--- config.mk ---
export PLATFORM = sky130hd
export DESIGN_NAME = ice51_boot_ctrl
export DESIGN_NICKNAME = d
export VERILOG_FILES = /design/src/rtl/ice51_boot_ctrl.sv
export SDC_FILE = /design/constraint.sdc
export NUM_CORES = 1
export LEC_CHECK = 0
export ABC_AREA = 1
export BUFFER_PORTS_ARGS = -buffer_cell sky130_fd_sc_hd__buf_2
export CORE_MARGIN = 3
export CORE_UTILIZATION = 52
export CTS_CLUSTER_DIAMETER = 40
export DETAILED_ROUTE_END_ITERATION = 16
export GPL_ROUTABILITY_DRIVEN = 0
export HOLD_SLACK_MARGIN = 0.06
export PLACE_DENSITY = 0.72
export RECOVER_POWER = 25
export SYNTH_ARGS = -nofsm -noshare
export SYNTH_HDL_FRONTEND = slang
export SYNTH_SLANG_ARGS = --single-unit
--- constraint.sdc ---
create_clock -name i_clk -period 2 [get_ports i_clk]
set_input_delay 0.4 -clock i_clk [delete_from_list [all_inputs] [get_ports i_clk]]
set_output_delay 0.4 -clock i_clk [all_outputs]
set_load 0.01 [all_outputs]
--- src/rtl/ice51_boot_ctrl.sv ---
`default_nettype none
// ============================================================================
//  Module      : ice51_boot_ctrl
//  Description : Boot sequencer for ice51_top. Holds the CPU in reset while
//                MEM_SIZE bytes arrive from UART RX and are written into code
//                memory. It then returns an 8-bit additive checksum over
//                UART TX, waits RUN_DLY cycles and releases the CPU. In RUN
//                the code-memory address port follows the CPU fetch address.
//  Revision    : 1.0 - initial release
// ----------------------------------------------------------------------------
//  Ports
//   i_clk        in   1       clock
//   i_nrst       in   1       reset, asynchronous, active-high
//   i_rx_valid   in   1       one-cycle strobe, i_rx_data holds a byte
//   i_rx_data    in   8       received UART byte
//   i_tx_ready   in   1       UART TX can accept a byte this cycle
//   o_tx_valid   out  1       checksum byte offered to UART TX
//   o_tx_data    out  8       checksum byte
//   i_cpu_addr   in   ADDR_W  CPU code fetch address
//   o_mem_we     out  1       code memory write enable
//   o_mem_addr   out  ADDR_W  code memory address
//   o_mem_wdata  out  8       code memory write data
//   o_cpu_rst    out  1       CPU reset, active-high
//   o_done       out  1       high while in RUN
// ============================================================================
module ice51_boot_ctrl #(
    parameter int MEM_SIZE    = 512,
    parameter int ADDR_W      = 9,
    parameter int TIMEOUT_CYC = 65536,
    parameter int RUN_DLY     = 4,
    parameter int PRELOAD     = 0
) (
    input  logic              i_clk,
    input  logic              i_nrst,
    input  logic              i_rx_valid,
    input  logic [7:0]        i_rx_data,
    input  logic              i_tx_ready,
    output logic              o_tx_valid,
    output logic [7:0]        o_tx_data,
    input  logic [ADDR_W-1:0] i_cpu_addr,
    output logic              o_mem_we,
    output logic [ADDR_W-1:0] o_mem_addr,
    output logic [7:0]        o_mem_wdata,
    output logic              o_cpu_rst,
    output logic              o_done
);

    localparam int TIMER_W = (TIMEOUT_CYC > 1) ? $clog2(TIMEOUT_CYC) : 1;
    localparam int HOLD_W  = $clog2(RUN_DLY + 1) + 1;

    localparam logic [ADDR_W-1:0]  LAST_PTR   = ADDR_W'(MEM_SIZE - 1);
    localparam logic [TIMER_W-1:0] TIMER_LAST = TIMER_W'(TIMEOUT_CYC - 1);
    localparam logic [HOLD_W-1:0]  HOLD_LAST  = HOLD_W'(RUN_DLY);

    typedef enum logic [1:0] {
        ST_LOAD = 2'd0,
        ST_ACK  = 2'd1,
        ST_HOLD = 2'd2,
        ST_RUN  = 2'd3
    } state_t;

    state_t              state;
    logic [ADDR_W-1:0]   ptr;
    logic [ADDR_W-1:0]   wr_addr;
    logic [7:0]          sum;
    logic [TIMER_W-1:0]  timer;
    logic [HOLD_W-1:0]   hold_cnt;
    logic [7:0]          sum_next;

    assign sum_next = sum + i_rx_data;

    always_ff @(posedge i_clk or posedge i_nrst) begin
        if (i_nrst) begin
            state       <= (PRELOAD != 0) ? ST_HOLD : ST_LOAD;
            ptr         <= '0;
            wr_addr     <= '0;
            sum         <= '0;
            timer       <= '0;
            hold_cnt    <= '0;
            o_mem_we    <= 1'b0;
            o_mem_wdata <= '0;
            o_tx_valid  <= 1'b0;
            o_tx_data   <= '0;
            o_cpu_rst   <= 1'b1;
            o_done      <= 1'b0;
        end else begin
            o_mem_we <= 1'b0;
            case (state)
                ST_LOAD: begin
                    if (i_rx_valid) begin
                        // A byte always wins over timeout expiry in the same cycle.
                        o_mem_we    <= 1'b1;
                        wr_addr     <= ptr;
                        o_mem_wdata <= i_rx_data;
                        sum         <= sum_next;
                        timer       <= '0;
                        if (ptr == LAST_PTR) begin
                            // Pointer parks on the last address so it never wraps.
                            state      <= ST_ACK;
                            o_tx_valid <= 1'b1;
                            o_tx_data  <= sum_next;
                        end else begin
                            ptr <= ptr + 1'b1;
                        end
                    end else if (ptr != '0) begin
                        if (timer == TIMER_LAST) begin
                            ptr   <= '0;
                            sum   <= '0;
                            timer <= '0;
                        end else begin
                            timer <= timer + 1'b1;
                        end
                    end
                end
                ST_ACK: begin
                    if (i_tx_ready) begin
                        o_tx_valid <= 1'b0;
                        state      <= ST_HOLD;
                        // The transfer cycle itself is the first hold cycle.
                        hold_cnt   <= HOLD_W'(1);
                    end
                end
                ST_HOLD: begin
                    if (hold_cnt == HOLD_LAST) begin
                        state     <= ST_RUN;
                        o_cpu_rst <= 1'b0;
                        o_done    <= 1'b1;
                    end else begin
                        hold_cnt <= hold_cnt + 1'b1;
                    end
                end
                ST_RUN: begin
                end
                default: begin
                    state <= ST_LOAD;
                end
            endcase
        end
    end

    // The CPU fetch path gets the memory port with no added latency.
    assign o_mem_addr = (state == ST_RUN) ? i_cpu_addr : wr_addr;

endmodule
`default_nettype wire
==> results_dict.tcl <==
set metrics [dict create \
    first_global_vias 3034 \
    fin_nets 569 \
    io-pin-count 50 \
    start_util 0.545 \
    synth-simple-area-share 0.313 \
    post-route-cell-area_um2 4350 \
    die_height_um 91.1 \
    route.detailed.drc 0 \
    synth_edf_count 0 \
    highest-signal-layer "met4" \
    power_density_nw_per_um2 574 \
    worst-setup-path-type "flip-flop to output port" \
    postSynth.topFlopCell "sky130_fd_sc_hd__dfrtp_1" \
    cap_violations 0 \
    irDropWorstVdd_v 0.000359 \
    synthesis.area_per_instance_um2 7.96 \
    ant_nets 0 \
    switching_share 0.227 \
    skew_ns 0.00778 \
    design_internal_power_mw 1.93 \
    worst-endpoint-required_ns 1.60 \
    cp-start-kind "flip-flop" \
    met2_length_um 3910 \
    wirelength_um 7970 \
    cellLeakagePower_nw 2.31 \
    post-synth-top-count-cell "sky130_fd_sc_hd__nand2_1" \
    synth_warnings 0 \
    share_comb_of_total_power 0.046 \
    slew-limit-headroom 0.00953 \
    synth.area.mux_share 0.0269 \
    placed_cell_area_um2 4130 \
    ys_top_cells_by_area "sky130_fd_sc_hd__dfrtp_1, sky130_fd_sc_hd__nand2_1, sky130_fd_sc_hd__ha_1" \
    dp_hpwl_um 5780 \
    synthesis.nets 512 \
    dominant_combinational_cell_family_by_area_after_synthesis "simple AND/OR/NAND/NOR gates" \
    drtPass1Iterations 4 \
    timing.critical_path.fanout_max 10 \
    crit_chain "ha_4 -> mux2_2 -> buf_2" \
    area.growth.synth_to_final_pct 15.4 \
    power.share.sequential 0.551 \
    synth-adder-area-share 0.0618 \
    count_of_state_elements_after_synthesis 68 \
    grt_start_max_net_pins 69 \
    cts_tree "built" \
    grt_antenna_before_repair 0 \
    n_fill_cell 628 \
    clockBufferDepth 2 \
    core_um2 6910 \
    clock_input_transition_at_the_sequential_cells_of_the_worst_setup_and_hold_paths_ns 0.07 \
    dr.first_iter.drc_count 133 \
    total_power_mw 2.50 \
    layout-drive-gt1-share 0.204 \
    cp_slowest_cell "sky130_fd_sc_hd__dfrtp_2" \
    holdCritPathClass "input port to flip-flop" \
    share_clk_of_total_power 0.404 \
    globalRoute.totalOverflow 0 \
    synth_top_cell_area_share 0.445 \
    report.final.setup_viol 0 \
    cts_made_buffers 9 \
    synth_compound_gate_area_share 0.0674 \
    buffer_ports.inserted 49 \
    yosys.cell_types.count 37 \
    wire_per_inst_um 12.6 \
    post_synth_xor_area_fraction 0.0139 \
    switching_component_of_the_power_mw 0.565 \
    fin_crit_sh 0.947 \
    postCtsHoldBufs 0 \
    netlist_area_um2 3770 \
    fp.dieW_um 91.1 \
    avgViaCountPerCell 5.10 \
    fp-row-count 30 \
    outcome "finished, final reports clean" \
    synth-async-reset-ratio 1.00 \
    route.vias.total 3217 \
    timing.critical_path.slowest_cell_delay_ns 0.42 \
    highest_clock_frequency_the_design_can_meet_ghz 0.528 \
    cts.sink_count 68 \
    crit_path_arrival_time_ns 1.49 \
    worstMarginPinSlew_ns 1.49 \
    timing_hold_violations_final 0 \
    met3_wirelength_um 387 \
    post_synth_inst_count 473 \
    synthTopCellsByCount "sky130_fd_sc_hd__nand2_1, sky130_fd_sc_hd__dfrtp_1, sky130_fd_sc_hd__inv_1" \
    synthDominantAreaCellType "sky130_fd_sc_hd__dfrtp_1" \
    final.min_clock_period_ns 1.89 \
    track_usage 0.202 \
    finalMaxSlewViolations 0 \
    cts-root-buf "sky130_fd_sc_hd__clkbuf_8" \
    clock_tree.htree_level_count 3 \
    worstSetupEndpointType "output port" \
    route.layer.met1.wl_um 3570 \
    dieArea_um2 8300 \
    insertedDiodeCount 0 \
    synth_seq_area_share 0.452 \
    grt_first_pass_wirelength_um 13600 \
    clock_insertion_delay_at_the_later_pin_of_the_skew_report_ns 0.34 \
]
==> path summary, 6_finish.rpt <==
path	cells past startpoint	endpoint	slack, ns	from
max	3	o_mem_addr[4]	0.11	state[0]
min	3	o_mem_wdata[0]	0.29	i_rx_data[0]
max reg2reg	11	o_tx_valid	0.14	ptr[1]
min reg2reg	2	o_cpu_rst	0.46	o_cpu_rst
max in group asynchronous	3	state[0]	0.43	i_nrst
min in group asynchronous	3	o_mem_wdata[2]	0.60	i_nrst
==> metrics by stage <==
stage | instances | setup slack, ns | utilization | TNS, ns | hold WS (ns)
3_3_place_gp | 613 | 0.173 | 0.598 | 0 | 0.440
6_report | 631 | 0.105 | 0.630 | 0 | 0.291
2_1_floorplan | 473 | 0.140 | - | 0 | 0.446
4_1_cts | 629 | 0.0357 | 0.624 | 0 | 0.158
5_1_grt | 631 | -0.0335 | 0.630 | -0.0483 | 0.292
3_5_place_dp | 613 | 0.104 | 0.598 | 0 | 0.447
==> cells by family after synthesis <==
family	count (synthesis)
and+or+nand+nor	268
DFF	68
buffers and inverters	60
AOI/OAI and AO/OA	44
adders and majority gates	18
muxes	9
xor gates and xnor gates	6
==> power by group through the flow <==
stage          sequential (mW)  combinational, mW  clock [mW]
2_1_floorplan             1.40             0.0650           0
3_3_place_gp              1.40              0.118           0
3_5_place_dp              1.40              0.121           0
4_1_cts                   1.37              0.121        1.04
5_1_grt                   1.37              0.128        1.11
6_report                  1.37              0.114        1.01
==> critical path, delay by kind of cell (launching register included) <==
| kind | cells | cell delay (ns) |
|---|---|---|
| adder cells (fa/ha/maj) | 1 | 0.24 |
| multiplexers | 1 | 0.35 |
| buffers and inverters | 1 | 0.14 |
| flip-flops | 1 | 0.42 |
==> final cells by class <==
cell class	count	area (µm²)	share of cell area
inverters	50	194	0.0446
repair buffers	56	298	0.0685
well taps	96	120	0.0276
clock inverters	2	10.0	0.00230
flip-flops and latches	68	1700	0.392
clock buffers	14	163	0.0374
multi-input cells	345	1860	0.428
==> cells in the final DEF (no fill, tap or decap), types with 4 or more instances in the layout <==
master                     count
sky130_fd_sc_hd__o21ai_0      26
sky130_fd_sc_hd__nor3_1        5
sky130_fd_sc_hd__nand2_2       4
sky130_fd_sc_hd__nor2_4        4
sky130_fd_sc_hd__buf_4         5
sky130_fd_sc_hd__clkbuf_1      4
sky130_fd_sc_hd__dfrtp_1      66
sky130_fd_sc_hd__nand4_1      10
sky130_fd_sc_hd__ha_1         14
sky130_fd_sc_hd__a21oi_1       9
sky130_fd_sc_hd__inv_1        47
sky130_fd_sc_hd__nand2_1     158
sky130_fd_sc_hd__nor2_1       31
sky130_fd_sc_hd__clkbuf_8     11
sky130_fd_sc_hd__or2_2         4
sky130_fd_sc_hd__mux2_2        9
sky130_fd_sc_hd__buf_2        49
sky130_fd_sc_hd__nand3_1      39
==> metal layers <==
layer | GRT usage | up-vias
met1 | 0.258 | 1502
met2 | 0.335 | 65
li1 | - | 1643
met5 | 0 | -
met4 | 0.0590 | 0
met3 | 0.0547 | 7
==> sequential cells by signal, indices dropped and copies added (netlist names), 2 cells and up <==
register,count
sum,8
wr_addr,9
timer,16
o_mem_wdata,8
state,2
hold_cnt,4
ptr,9
o_tx_data,8
==> repair_timing <==
item | CTS | global route
setup buffers | 0 | 2
gates resized for setup | 2 | 13
endpoints found under the setup margin | 9 | 23
pin swaps | 0 | 3
Power figures use the tool's default switching activity.
